--- src/rtl/xe4_vram_arbiter_if.sv ---
// Bus bundle between the three video-RAM requesters, the arbiter and the RAM macro.
//
// Handshake: a requester raises <who>_req together with addr/we/wdata and keeps
// them stable until <who>_gnt is high in the same cycle. gnt is combinational
// from req and arbiter state. In the cycle after a grant the requester drops req
// or presents its next request. A granted read returns <who>_rvalid for one
// cycle, two cycles after the grant, with the data on the shared rdata bus.
interface xe4_vram_arbiter_if;
    // Display scan-out (read only)
    logic        disp_req;
    logic [14:0] disp_addr;
    logic        disp_gnt;
    logic        disp_rvalid;
    // CPU video port
    logic        cpu_req;
    logic        cpu_we;
    logic [14:0] cpu_addr;
    logic [7:0]  cpu_wdata;
    logic        cpu_gnt;
    logic        cpu_rvalid;
    // Block-copy engine
    logic        dma_req;
    logic        dma_we;
    logic [14:0] dma_addr;
    logic [7:0]  dma_wdata;
    logic        dma_gnt;
    logic        dma_rvalid;
    // Shared read return and RAM side
    logic [7:0]  rdata;
    logic [14:0] mem_addr;
    logic [7:0]  mem_wdata;
    logic        mem_we;
    logic [7:0]  mem_rdata;

    // Requester / RAM side of the bundle
    modport master (
        output disp_req, disp_addr,
        output cpu_req, cpu_we, cpu_addr, cpu_wdata,
        output dma_req, dma_we, dma_addr, dma_wdata,
        output mem_rdata,
        input  disp_gnt, disp_rvalid, cpu_gnt, cpu_rvalid, dma_gnt, dma_rvalid,
        input  rdata, mem_addr, mem_wdata, mem_we
    );

    // Arbiter side of the bundle
    modport slave (
        input  disp_req, disp_addr,
        input  cpu_req, cpu_we, cpu_addr, cpu_wdata,
        input  dma_req, dma_we, dma_addr, dma_wdata,
        input  mem_rdata,
        output disp_gnt, disp_rvalid, cpu_gnt, cpu_rvalid, dma_gnt, dma_rvalid,
        output rdata, mem_addr, mem_wdata, mem_we
    );
endinterface

--- src/rtl/xe4_vram_arbiter.sv ---
// Video RAM arbiter: one access per clock shared between display scan-out
// (fixed top priority with an anti-starvation run limit), the CPU and the DMA
// engine (round-robin between the two). RAM controls are registered; read data
// is routed back to the originator two cycles after its grant.
module xe4_vram_arbiter #(
    parameter int MAX_DISP_RUN = 4
) (
    input  logic                 clk,
    input  logic                 rst,
    xe4_vram_arbiter_if.slave    bus,
    output logic [3:0]           o_dbg_run_cnt,
    output logic                 o_dbg_rr
);

    localparam logic [3:0] RUN_MAX = 4'(MAX_DISP_RUN);

    // Arbitration state
    logic [3:0]  r_run_cnt;
    logic        r_rr;          // 0: CPU wins next CPU/DMA tie, 1: DMA wins
    // Registered RAM controls
    logic [14:0] r_mem_addr;
    logic [7:0]  r_mem_wdata;
    logic        r_mem_we;
    // Read tags, one-hot {dma, cpu, disp}; stage 2 lines up with mem_rdata
    logic [2:0]  r_tag1;
    logic [2:0]  r_tag2;

    logic        w_pend;
    logic        w_disp_mask;
    logic        w_disp_gnt;
    logic        w_cpu_gnt;
    logic        w_dma_gnt;
    logic        w_any_gnt;
    logic [3:0]  w_run_cnt_nxt;
    logic        w_rr_nxt;
    logic [2:0]  w_rd_tag;
    logic [14:0] w_sel_addr;
    logic [7:0]  w_sel_wdata;
    logic        w_sel_we;

    // Grant decode: DISP first unless its run limit is hit, then CPU/DMA by rr
    always_comb begin
        w_pend      = bus.cpu_req | bus.dma_req;
        w_disp_mask = w_pend && (r_run_cnt >= RUN_MAX);
        w_disp_gnt  = 1'b0;
        w_cpu_gnt   = 1'b0;
        w_dma_gnt   = 1'b0;
        if (!rst) begin
            if (bus.disp_req && !w_disp_mask) begin
                w_disp_gnt = 1'b1;
            end else if (bus.cpu_req && bus.dma_req) begin
                if (r_rr) begin
                    w_dma_gnt = 1'b1;
                end else begin
                    w_cpu_gnt = 1'b1;
                end
            end else if (bus.cpu_req) begin
                w_cpu_gnt = 1'b1;
            end else if (bus.dma_req) begin
                w_dma_gnt = 1'b1;
            end
        end
        w_any_gnt = w_disp_gnt | w_cpu_gnt | w_dma_gnt;
    end

    // Next run count and round-robin pointer; run count only grows while DISP
    // keeps winning against pending CPU/DMA traffic
    always_comb begin
        w_run_cnt_nxt = 4'd0;
        if (w_disp_gnt && w_pend) begin
            w_run_cnt_nxt = (r_run_cnt >= RUN_MAX) ? RUN_MAX : r_run_cnt + 4'd1;
        end
        w_rr_nxt = r_rr;
        if (w_cpu_gnt) begin
            w_rr_nxt = 1'b1;
        end else if (w_dma_gnt) begin
            w_rr_nxt = 1'b0;
        end
    end

    // Winner's access fields and read tag; DISP never writes, so its wdata
    // slot just keeps the previous value
    always_comb begin
        w_sel_addr  = r_mem_addr;
        w_sel_wdata = r_mem_wdata;
        w_sel_we    = 1'b0;
        if (w_disp_gnt) begin
            w_sel_addr = bus.disp_addr;
        end else if (w_cpu_gnt) begin
            w_sel_addr  = bus.cpu_addr;
            w_sel_wdata = bus.cpu_wdata;
            w_sel_we    = bus.cpu_we;
        end else if (w_dma_gnt) begin
            w_sel_addr  = bus.dma_addr;
            w_sel_wdata = bus.dma_wdata;
            w_sel_we    = bus.dma_we;
        end
        w_rd_tag = {w_dma_gnt & ~bus.dma_we, w_cpu_gnt & ~bus.cpu_we, w_disp_gnt};
    end

    // State, RAM controls and read-tag pipeline; reset drops in-flight reads
    always_ff @(posedge clk) begin
        if (rst) begin
            r_run_cnt   <= 4'd0;
            r_rr        <= 1'b0;
            r_mem_addr  <= 15'd0;
            r_mem_wdata <= 8'd0;
            r_mem_we    <= 1'b0;
            r_tag1      <= 3'd0;
            r_tag2      <= 3'd0;
        end else begin
            r_run_cnt <= w_run_cnt_nxt;
            r_rr      <= w_rr_nxt;
            r_tag1    <= w_rd_tag;
            r_tag2    <= r_tag1;
            r_mem_we  <= w_sel_we;
            if (w_any_gnt) begin
                r_mem_addr  <= w_sel_addr;
                r_mem_wdata <= w_sel_wdata;
            end
        end
    end

    assign bus.disp_gnt    = w_disp_gnt;
    assign bus.cpu_gnt     = w_cpu_gnt;
    assign bus.dma_gnt     = w_dma_gnt;
    assign bus.disp_rvalid = r_tag2[0];
    assign bus.cpu_rvalid  = r_tag2[1];
    assign bus.dma_rvalid  = r_tag2[2];
    assign bus.rdata       = (|r_tag2) ? bus.mem_rdata : 8'h00;
    assign bus.mem_addr    = r_mem_addr;
    assign bus.mem_wdata   = r_mem_wdata;
    assign bus.mem_we      = r_mem_we;
    assign o_dbg_run_cnt   = r_run_cnt;
    assign o_dbg_rr        = r_rr;

endmodule

--- src/flat_wrapper.sv ---
// flat-port wrapper written by rule: the top's interface ports become plain ports
module xe4_vram_arbiter_flat 
#(
    parameter int MAX_DISP_RUN = 4
)
  (clk, rst, o_dbg_run_cnt, o_dbg_rr, bus_disp_req, bus_disp_addr, bus_cpu_req, bus_cpu_we, bus_cpu_addr, bus_cpu_wdata, bus_dma_req, bus_dma_we, bus_dma_addr, bus_dma_wdata, bus_mem_rdata, bus_disp_gnt, bus_disp_rvalid, bus_cpu_gnt, bus_cpu_rvalid, bus_dma_gnt, bus_dma_rvalid, bus_rdata, bus_mem_addr, bus_mem_wdata, bus_mem_we);
  xe4_vram_arbiter_if bus_i ();
  input  logic clk;
  input  logic rst;
  output logic [3:0] o_dbg_run_cnt;
  output logic o_dbg_rr;
  input wire logic [$bits(bus_i.disp_req)-1:0] bus_disp_req;
  input wire logic [$bits(bus_i.disp_addr)-1:0] bus_disp_addr;
  input wire logic [$bits(bus_i.cpu_req)-1:0] bus_cpu_req;
  input wire logic [$bits(bus_i.cpu_we)-1:0] bus_cpu_we;
  input wire logic [$bits(bus_i.cpu_addr)-1:0] bus_cpu_addr;
  input wire logic [$bits(bus_i.cpu_wdata)-1:0] bus_cpu_wdata;
  input wire logic [$bits(bus_i.dma_req)-1:0] bus_dma_req;
  input wire logic [$bits(bus_i.dma_we)-1:0] bus_dma_we;
  input wire logic [$bits(bus_i.dma_addr)-1:0] bus_dma_addr;
  input wire logic [$bits(bus_i.dma_wdata)-1:0] bus_dma_wdata;
  input wire logic [$bits(bus_i.mem_rdata)-1:0] bus_mem_rdata;
  output wire logic [$bits(bus_i.disp_gnt)-1:0] bus_disp_gnt;
  output wire logic [$bits(bus_i.disp_rvalid)-1:0] bus_disp_rvalid;
  output wire logic [$bits(bus_i.cpu_gnt)-1:0] bus_cpu_gnt;
  output wire logic [$bits(bus_i.cpu_rvalid)-1:0] bus_cpu_rvalid;
  output wire logic [$bits(bus_i.dma_gnt)-1:0] bus_dma_gnt;
  output wire logic [$bits(bus_i.dma_rvalid)-1:0] bus_dma_rvalid;
  output wire logic [$bits(bus_i.rdata)-1:0] bus_rdata;
  output wire logic [$bits(bus_i.mem_addr)-1:0] bus_mem_addr;
  output wire logic [$bits(bus_i.mem_wdata)-1:0] bus_mem_wdata;
  output wire logic [$bits(bus_i.mem_we)-1:0] bus_mem_we;
  assign bus_i.disp_req = bus_disp_req;
  assign bus_i.disp_addr = bus_disp_addr;
  assign bus_i.cpu_req = bus_cpu_req;
  assign bus_i.cpu_we = bus_cpu_we;
  assign bus_i.cpu_addr = bus_cpu_addr;
  assign bus_i.cpu_wdata = bus_cpu_wdata;
  assign bus_i.dma_req = bus_dma_req;
  assign bus_i.dma_we = bus_dma_we;
  assign bus_i.dma_addr = bus_dma_addr;
  assign bus_i.dma_wdata = bus_dma_wdata;
  assign bus_i.mem_rdata = bus_mem_rdata;
  assign bus_disp_gnt = bus_i.disp_gnt;
  assign bus_disp_rvalid = bus_i.disp_rvalid;
  assign bus_cpu_gnt = bus_i.cpu_gnt;
  assign bus_cpu_rvalid = bus_i.cpu_rvalid;
  assign bus_dma_gnt = bus_i.dma_gnt;
  assign bus_dma_rvalid = bus_i.dma_rvalid;
  assign bus_rdata = bus_i.rdata;
  assign bus_mem_addr = bus_i.mem_addr;
  assign bus_mem_wdata = bus_i.mem_wdata;
  assign bus_mem_we = bus_i.mem_we;
  xe4_vram_arbiter #(.MAX_DISP_RUN(MAX_DISP_RUN)) u_core (.clk(clk), .rst(rst), .bus(bus_i), .o_dbg_run_cnt(o_dbg_run_cnt), .o_dbg_rr(o_dbg_rr));
endmodule
--- config.mk ---
export PLATFORM = sky130hd
export DESIGN_NAME = xe4_vram_arbiter_flat
export DESIGN_NICKNAME = d
export VERILOG_FILES = /design/src/rtl/xe4_vram_arbiter_if.sv /design/src/rtl/xe4_vram_arbiter.sv /design/src/flat_wrapper.sv
export SDC_FILE = /design/constraint.sdc
export NUM_CORES = 1
export LEC_CHECK = 0
export CORE_AREA = 2 2 69 71
export CTS_BUF_LIST = sky130_fd_sc_hd__clkbuf_4
export DETAILED_ROUTE_END_ITERATION = 7
export DIE_AREA = 0 0 71 73
export GPL_TIMING_DRIVEN = 0
export PLACE_DENSITY = 0.87
export SLEW_MARGIN = 40
export SYNTH_ARGS = -nofsm -noshare
export SYNTH_HDL_FRONTEND = slang
export SYNTH_SLANG_ARGS = --single-unit
--- constraint.sdc ---
create_clock -name clk -period 6.4 [get_ports clk]
set_input_delay 1.92 -clock clk [delete_from_list [all_inputs] [get_ports clk]]
set_output_delay 1.92 -clock clk [all_outputs]
set_load 0.005 [all_outputs]
==> flow_metrics.py, run 1 <==
metrics = {
    "pwr": {
        "power_density_mw_per_mm2": 179,
        "power_frac_comb_pct": 30.4,
        "leakage_nw": 1.05,
        "p_seq_share_pct": 46.2,
        "clockPowerShare_pct": 23.4,
        "p_total_uw": 526,
        "internal-power_uw": 385,
        "ir_drop_mv": 0.0867,
        "swShare_pct": 26.7,
        "switching_power_uw": 141,
    },
    "finish": {
        "final_common_cell": "clkdlybuf4s50_1",
        "finish.net_count": 371,
        "final_util_pct": 64.6,
        "final_cell_mix": "clkdlybuf4s50_1, dfxtp_1, nor2_1",
        "antenna_cells": 0,
        "drive_above_1_share_pct": 8.47,
        "area_growth_pct": 79.9,
    },
    "clocking": {
        "cts_resized": 0,
        "clk_pin_slew_worst_paths_ns": 0.10,
        "hold_buffers": 0,
        "cts_buffers": 5,
        "cts_buffer_depth": 2,
        "cts_num_sinks": 35,
        "clkLatencyLatePin_ns": 0.34,
        "root_buffer": "clkbuf_4",
        "cts_tree": "yes",
        "h-tree-depth": 2,
        "cts_setup_buffers": 0,
    },
    "drt": {
        "firstDrtPassIters": 4,
        "num_vias": 1822,
        "ant_nets": 0,
        "wl_per_cell_um": 15.6,
        "route.detailed.drc": 0,
        "routed_wl_um": 5430,
        "initialDrtViolationCount": 86,
        "via_per_inst": 5.22,
    },
    "yosys": {
        "synth_top_area_cell": "dfxtp_1",
        "synth_edf_count": 0,
        "syn_inst": 170,
        "ys_ff_latch": 35,
        "yosysWarnings": 0,
        "syn_area_per_cell_um2": 9.58,
        "synth_nets": 247,
        "yosysUniqueCellTypes": 30,
        "syn_area_mm2": 0.00163,
        "synth-main-ff-cell": "dfxtp_1",
        "synth.area.top_cells": "dfxtp_1, a32o_1, a211oi_2",
        "async_flop_share_pct": 0,
        "yosysTopAreaCellShare_pct": 43.0,
        "ys_seq_area_share_pct": 43.0,
    },
    "die": {
        "die_x_um": 71,
        "pin_count": 119,
        "dieArea_mm2": 0.00518,
        "start_util_pct": 35.9,
        "coreArea_mm2": 0.00454,
        "fp.dieH_um": 73,
        "num_rows": 25,
    },
    "sta": {
        "finalSetupViolations": 0,
        "holdWs_ns": 0.448,
        "hold_violations": 0,
        "tightest_slew_ns": 0.661,
        "fin_skew_ns": 0.00444,
        "timing.final.crit_share_pct": 92.2,
        "rsz0062_at_grt": "false",
        "setup-tns-final_ns": 0,
        "setup_ws_ns": 0.497,
        "report.final.slew_viol_count": 0,
        "period_needed_ns": 5.90,
        "slew_headroom_pct": 55.9,
        "clock.fmax_mhz": 169,
    },
    "worst_setup_path": {
        "cpPeakStageDelay_ns": 0.52,
        "startpoint": "bus_cpu_req",
        "cp_top_family": "buffers and inverters",
        "reg2reg_from": "u_core.o_dbg_run_cnt[2]$_SDFF_PP0_",
        "cp.arrival_ns": 3.98,
        "cp-start-kind": "input pin",
        "cp.buffers_inverters": 3,
        "path_cells": "clkdlybuf4s50_1, nor2_1, o21ai_1, clkbuf_1, nor2_1, clkdlybuf4s50_1",
        "setup.worst_path.class": "input pin to output pin",
        "end_kind": "output pin",
        "crit_fanout": 10,
        "cp_slowest_cell": "clkdlybuf4s50_1",
        "worst_ep_required_time_ns": 4.48,
    },
    "placement": {
        "gp_congestion": 0.837,
        "io_buffers": 117,
        "dpl.hpwl_um": 4220,
        "place_ws_ns": 0.505,
    },
    "global_routing": {
        "grt_use_met2_pct": 36.6,
        "grt.overflow.total": 0,
        "met3_usage_pct": 6.77,
        "top_usage_layer": "met2",
        "grt_max_degree": 11,
        "antenna_found_initial": 0,
        "grt_pass1_wl_um": 8730,
        "grt_util_met1_pct": 25.5,
        "grt_pass1_vias": 1798,
        "grt.total_usage_pct": 21.4,
    },
    "hold_path": {
        "hp-class": "flop to flop",
        "hp-start": "u_core.r_tag1[2]$_SDFF_PP0_",
    },
    "status": {
        "status": "finished, final reports clean",
    },
    "job": {
        "maxCapViolations": 0,
    },
}
cell usage after synthesis (3+ instances only):
master / count
dfxtp_1: 35
nor2_1: 14
nor2b_1: 13
a21oi_1: 12
nand2_1: 12
a22oi_1: 11
a32o_1: 11
mux2i_1: 9
a211oi_2: 8
clkbuf_1: 8
o22ai_1: 6
a211oi_1: 5
nor3_1: 4
nor4_1: 3
stage by stage:
| stage | instances | cell area (um2) |
|---|---|---|
| CTS | 349 | 2930 |
| detailed placement | 341 | 2870 |
| global placement | 341 | 2870 |
| global route | 349 | 2930 |
| floorplan | 170 | 1630 |
| finish | 349 | 2930 |
layout make-up:
| cell class | count | area (um2) |
|---|---|---|
| Buffer | 14 | 76.3 |
| Clock buffer | 7 | 52.6 |
| Clock inverter | 1 | 5.00 |
| Fill cell | 387 | 1610 |
| Multi-Input combinational cell | 121 | 857 |
| Sequential cell | 35 | 701 |
| Tap cell | 54 | 67.6 |
| Timing Repair Buffer | 117 | 1170 |
sequential cells by signal (all words and copies together) (netlist names):
signal / cells
u_core.bus.mem_addr: 15
u_core.r_tag1: 3
u_core.o_dbg_rr: 1
u_core.bus.mem_we: 1
u_core.r_tag2: 3
u_core.bus.mem_wdata: 8
u_core.o_dbg_run_cnt: 4
cell families (layout without fill, tap and decap cells):
logic type | Yosys count | in the layout | synth area share, %
simple gates | 50 | 50 | 15.1
fa+ha+maj | 1 | 1 | 0.768
buf+inv | 14 | 139 | 4.68
compound gates | 60 | 60 | 30.7
other cells | 1 | 1 | 0.230
mux | 9 | 9 | 5.53
flops | 35 | 35 | 43.0
path summary, 6_finish.rpt:
check                                                            end  cells past startpoint  slack [ns]
worst min-delay path                     u_core.r_tag2[2]$_SDFF_PP0_                      1        0.45
worst min register to register           u_core.r_tag2[2]$_SDFF_PP0_                      1        0.45
worst max register to register  u_core.bus.mem_wdata[6]$_SDFFE_PP0P_                      5        4.70
worst max-delay path                                    bus_disp_gnt                      6        0.50
power groups by stage:
stage          clock, mW  combinational [mW]  sequential (mW)
3_5_place_dp           0               0.160            0.248
4_1_cts            0.127               0.161            0.243
2_1_floorplan          0              0.0614            0.248
5_1_grt            0.136               0.173            0.245
3_3_place_gp           0               0.157            0.247
6_report           0.123               0.160            0.243
metal layers:
layer / share of wire, % / routed length [um]
met4: 1.0 / 55
met3: 9.6 / 523
met2: 51 / 2770
met5: 0 / 0
met1: 38 / 2080
No activity file was read; power rests on OpenSTA's default activity.
==> run 2: changes to the inputs <==
--- a/config.mk
+++ b/config.mk
@@ -11,7 +11,6 @@
 export DIE_AREA = 0 0 71 73
 export GPL_TIMING_DRIVEN = 0
 export PLACE_DENSITY = 0.87
-export SLEW_MARGIN = 40
 export SYNTH_ARGS = -nofsm -noshare
 export SYNTH_HDL_FRONTEND = slang
 export SYNTH_SLANG_ARGS = --single-unit
==> run 2 against run 1 <==
Net effect:
- total power barely moved
- setup slack improved by 0.00051 ns
- first-iteration DRC count rose by 1.2%
- sequential cell count did not move
- sequential share of layout area barely moved
- clock power barely moved
- clock skew barely moved
- global-route usage did not move
- final area fell by 0.17%
- cell count did not move
- clock-buffer cell count did not move
==> flow_metrics.py, run 2 (synthesized netlist as in run 1, its figures left out) <==
metrics = {
    "clocking": {
        "clkLatencyLatePin_ns": 0.34,
        "cts_num_sinks": 35,
        "h-tree-depth": 2,
        "clk_pin_slew_worst_paths_ns": 0.10,
        "hold_buffers": 0,
        "cts_buffer_depth": 2,
        "root_buffer": "clkbuf_4",
        "cts_resized": 0,
        "cts_buffers": 5,
        "cts_tree": "yes",
        "cts_setup_buffers": 0,
    },
    "hold_path": {
        "hold_depth": 1,
        "hold-path-endpoint": "u_core.r_tag2[2]$_SDFF_PP0_",
        "hp-start": "u_core.r_tag1[2]$_SDFF_PP0_",
        "hp-class": "flop to flop",
    },
    "sta": {
        "period_needed_ns": 5.90,
        "setup-tns-final_ns": 0,
        "holdWs_ns": 0.448,
        "report.final.slew_viol_count": 0,
        "rsz0062_at_grt": "false",
        "hold_violations": 0,
        "finalSetupViolations": 0,
        "clock.fmax_mhz": 169,
        "slew_headroom_pct": 48.7,
        "timing.final.crit_share_pct": 92.2,
        "tightest_slew_ns": 0.763,
        "fin_skew_ns": 0.00414,
    },
    "pwr": {
        "clockPowerShare_pct": 23.5,
        "switching_power_uw": 141,
        "p_seq_share_pct": 46.2,
        "power_frac_comb_pct": 30.4,
        "power_density_mw_per_mm2": 180,
        "p_total_uw": 526,
        "ir_drop_mv": 0.0868,
        "internal-power_uw": 385,
        "leakage_nw": 1.04,
        "swShare_pct": 26.8,
    },
    "global_routing": {
        "grt_pass1_wl_um": 8730,
        "top_usage_layer": "met2",
        "grt.overflow.total": 0,
        "grt_max_degree": 11,
        "grt_util_met1_pct": 25.5,
        "grt_pass1_vias": 1798,
        "met3_usage_pct": 6.77,
        "grt.total_usage_pct": 21.4,
        "antenna_found_initial": 0,
        "grt_use_met2_pct": 36.6,
    },
    "finish": {
        "final.fill_count": 388,
        "area_growth_pct": 79.6,
        "final_cell_mix": "clkdlybuf4s50_1, dfxtp_1, nor2_1",
        "final_util_pct": 64.5,
        "antenna_cells": 0,
        "largest_reg_flops": 15,
        "final_common_cell": "clkdlybuf4s50_1",
        "drive_above_1_share_pct": 8.14,
        "finish.net_count": 371,
    },
    "drt": {
        "via_per_inst": 5.22,
        "route.detailed.drc": 0,
        "initialDrtViolationCount": 87,
        "num_vias": 1823,
        "routed_wl_um": 5430,
        "firstDrtPassIters": 4,
        "wl_per_cell_um": 15.6,
        "ant_nets": 0,
    },
    "placement": {
        "io_buffers": 117,
        "dpl.hpwl_um": 4220,
        "gp_congestion": 0.837,
    },
    "die": {
        "num_rows": 25,
        "pin_count": 119,
        "start_util_pct": 35.9,
        "dieArea_mm2": 0.00518,
        "fp.dieH_um": 73,
        "coreArea_mm2": 0.00454,
        "die_x_um": 71,
    },
    "worst_setup_path": {
        "reg2reg_to": "u_core.bus.mem_wdata[6]$_SDFFE_PP0P_",
        "reg2reg_from": "u_core.o_dbg_run_cnt[2]$_SDFF_PP0_",
        "setup.worst_path.class": "input pin to output pin",
        "r2r_slack_ns": 4.70,
        "cp-start-kind": "input pin",
        "crit_fanout": 10,
        "worst_ep_required_time_ns": 4.48,
        "reg2reg_depth": 5,
        "end_kind": "output pin",
        "cp.arrival_ns": 3.98,
    },
    "status": {
        "status": "finished, final reports clean",
    },
    "job": {
        "maxCapViolations": 0,
    },
}
[run 2: power by group through the flow]
stage                     Combinational, mW  Clock, mW  Sequential [mW]
final                                 0.160      0.123            0.243
after global routing                  0.173      0.136            0.245
after CTS                             0.161      0.127            0.243
after detailed placement              0.160          0            0.248
after global placement                0.157          0            0.247
after floorplan                      0.0614          0            0.248
[run 2: worst max path at each step]
stage	startpoint	endpoint	depth (start not counted)
final	bus_cpu_req	bus_disp_gnt	6
after global placement	bus_cpu_req	bus_disp_gnt	6
after global routing	bus_cpu_req	bus_disp_gnt	6
after detailed placement	bus_cpu_req	bus_disp_gnt	6
after CTS	bus_cpu_req	bus_disp_gnt	6
after floorplan	bus_dma_req	bus_disp_gnt	5
[run 2: through the flow]
stage,setup slack (ns),cell area [um2],cells
finish,0.498,2930,349
floorplan,1.64,1630,170
detailed placement,0.505,2870,341
CTS,0.509,2930,349
global placement,0.538,2870,341
global route,0.364,2930,349
[run 2: layout make-up]
cell class	instances	area (um2)	share of cell area, %
timing repair buffer	117	1170	40.0
multi-input combinational	121	852	29.1
sequential	35	701	24.0
buffer	14	76.3	2.61
tap	54	67.6	2.31
clock buffer	7	52.6	1.80
clock inverter	1	5.00	0.171
[run 2: critical path: stages]
cell	delay, ns
clkdlybuf4s50_1	0.48
nor2_1	0.41
o21ai_1	0.22
clkbuf_1	0.29
nor2_1	0.15
clkdlybuf4s50_1	0.52
[run 2: routing by layer]
layer,part of all wire [%],vias to the layer above
met5,0,-
met4,1.0,0
met3,9.1,6
met2,51,84
met1,39,844
li1,-,889
==> run 3: changes to the inputs <==
--- a/config.mk
+++ b/config.mk
@@ -5,12 +5,14 @@
 export SDC_FILE = /design/constraint.sdc
 export NUM_CORES = 1
 export LEC_CHECK = 0
-export CORE_AREA = 2 2 69 71
+export CELL_PAD_IN_SITES_DETAIL_PLACEMENT = 1
+export CELL_PAD_IN_SITES_GLOBAL_PLACEMENT = 1
+export CORE_AREA = 2 2 83 85
 export CTS_BUF_LIST = sky130_fd_sc_hd__clkbuf_4
 export DETAILED_ROUTE_END_ITERATION = 7
-export DIE_AREA = 0 0 71 73
+export DIE_AREA = 0 0 85 87
 export GPL_TIMING_DRIVEN = 0
-export PLACE_DENSITY = 0.87
+export PLACE_DENSITY = 0.86
 export SYNTH_ARGS = -nofsm -noshare
 export SYNTH_HDL_FRONTEND = slang
 export SYNTH_SLANG_ARGS = --single-unit
==> run 3 against run 2 <==
Net effect:
- die area is 43% higher
- utilization is 20 points lower
- worst hold slack worse by 0.0021 ns
==> flow_metrics.py, run 3 (synthesized netlist as in run 1, its figures left out) <==
metrics = {
    "worst_setup_path": {
        "crit_fanout": 10,
        "reg2reg_to": "u_core.bus.mem_wdata[6]$_SDFFE_PP0P_",
        "cp_top_family": "buffers and inverters",
        "reg2reg_from": "u_core.o_dbg_run_cnt[3]$_SDFF_PP0_",
        "cp.buffers_inverters": 3,
        "cp_slowest_cell": "clkdlybuf4s50_1",
        "cp.arrival_ns": 4.08,
        "cp-start-kind": "input pin",
        "setup.worst_path.class": "input pin to output pin",
        "r2r_slack_ns": 4.76,
        "cpPeakStageDelay_ns": 0.52,
        "end_kind": "output pin",
        "worst_ep_required_time_ns": 4.48,
        "path_cells": "clkdlybuf4s50_1, nor2_1, o21ai_1, clkbuf_1, nor2_1, clkdlybuf4s50_1",
        "reg2reg_depth": 5,
    },
    "global_routing": {
        "grt.overflow.total": 0,
        "grt.total_usage_pct": 16.4,
        "grt_max_degree": 11,
        "antenna_found_initial": 0,
        "grt_pass1_wl_um": 9470,
        "grt_pass1_vias": 1872,
    },
    "hold_path": {
        "hp-class": "flop to flop",
        "hold_depth": 1,
        "hp-start": "u_core.r_tag1[1]$_SDFF_PP0_",
        "hold-path-endpoint": "u_core.r_tag2[1]$_SDFF_PP0_",
    },
    "pwr": {
        "leakage_nw": 1.04,
        "power_density_mw_per_mm2": 176,
        "ir_drop_mv": 0.0814,
    },
    "sta": {
        "holdWs_ns": 0.446,
        "finalSetupViolations": 0,
        "tightest_slew_ns": 0.750,
        "timing.final.crit_share_pct": 93.8,
        "report.final.slew_viol_count": 0,
        "slew_headroom_pct": 49.6,
        "fin_skew_ns": 0.00785,
        "period_needed_ns": 6.00,
        "setup-tns-final_ns": 0,
        "hold_violations": 0,
        "rsz0062_at_grt": "false",
        "clock.fmax_mhz": 167,
    },
    "drt": {
        "firstDrtPassIters": 4,
        "wl_per_cell_um": 16.2,
        "initialDrtViolationCount": 42,
        "route.detailed.drc": 0,
        "ant_nets": 0,
        "routed_wl_um": 6060,
        "num_vias": 1832,
        "via_per_inst": 4.89,
    },
    "placement": {
        "io_buffers": 117,
        "dpl.hpwl_um": 4830,
        "placed_area_mm2": 0.00290,
        "gp_congestion": 0.731,
    },
    "die": {
        "num_rows": 30,
        "coreArea_mm2": 0.00657,
        "start_util_pct": 24.8,
        "pin_count": 119,
        "dieArea_mm2": 0.00740,
        "die_x_um": 85,
        "fp.dieH_um": 87,
    },
    "status": {
        "status": "finished, final reports clean",
    },
    "clocking": {
        "h-tree-depth": 2,
        "clk_pin_slew_worst_paths_ns": 0.09,
        "cts_num_sinks": 35,
        "hold_buffers": 0,
        "root_buffer": "clkbuf_4",
        "cts_buffer_depth": 2,
        "cts_resized": 0,
        "cts_tree": "yes",
        "cts_setup_buffers": 0,
        "clkLatencyLatePin_ns": 0.34,
        "cts_buffers": 5,
    },
    "job": {
        "maxCapViolations": 0,
    },
    "finish": {
        "drive_above_1_share_pct": 7.46,
        "finalInstanceArea_mm2": 0.00295,
        "final_util_pct": 45.0,
        "final_cell_mix": "clkdlybuf4s50_1, dfxtp_1, nor2_1",
        "final_common_cell": "clkdlybuf4s50_1",
        "antenna_cells": 0,
        "area_growth_pct": 81.3,
        "largest_reg_flops": 15,
        "finish.net_count": 371,
    },
}
==> run 3: where the power goes <==
group / internal [mW] / switching, mW
Combinational: 0.100 / 0.0616
Sequential: 0.234 / 0.00888
Clock: 0.0449 / 0.0714
==> run 3: worst max path at each step <==
stage	from	endpoint	slack (ns)	cells after the start
floorplan	bus_dma_req	bus_disp_gnt	1.64	5
global placement	bus_cpu_req	bus_disp_gnt	0.43	6
detailed placement	bus_cpu_req	bus_disp_gnt	0.39	6
CTS	bus_cpu_req	bus_disp_gnt	0.40	6
finish	bus_cpu_req	bus_disp_gnt	0.40	6
global route	bus_cpu_req	bus_disp_gnt	0.27	6
==> run 3: layer usage <==
| layer | wire (um) | vias up | track usage [%] |
|---|---|---|---|
| met5 | 0 | - | 0 |
| met4 | 65 | 0 | 4.76 |
| met3 | 470 | 6 | 4.93 |
| met2 | 3090 | 71 | 28.4 |
| met1 | 2440 | 873 | 19.6 |
| li1 | - | 882 | - |
==> run 3: area by class of cell <==
class,instances,area [um2]
plain buffers,14,76.3
clock buffers,6,45.0
clock inverters,2,7.51
fillers,764,3620
multi-input cells,121,852
flip-flops and latches,35,701
well taps,80,100
repair buffers,117,1170
==> run 3: through the flow <==
step	power (mW)	cells	setup slack [ns]
3_3_place_gp	0.407	367	0.430
3_5_place_dp	0.411	367	0.389
5_1_grt	0.552	375	0.270
4_1_cts	0.531	375	0.398
6_report	0.521	375	0.397
2_1_floorplan	0.310	170	1.64
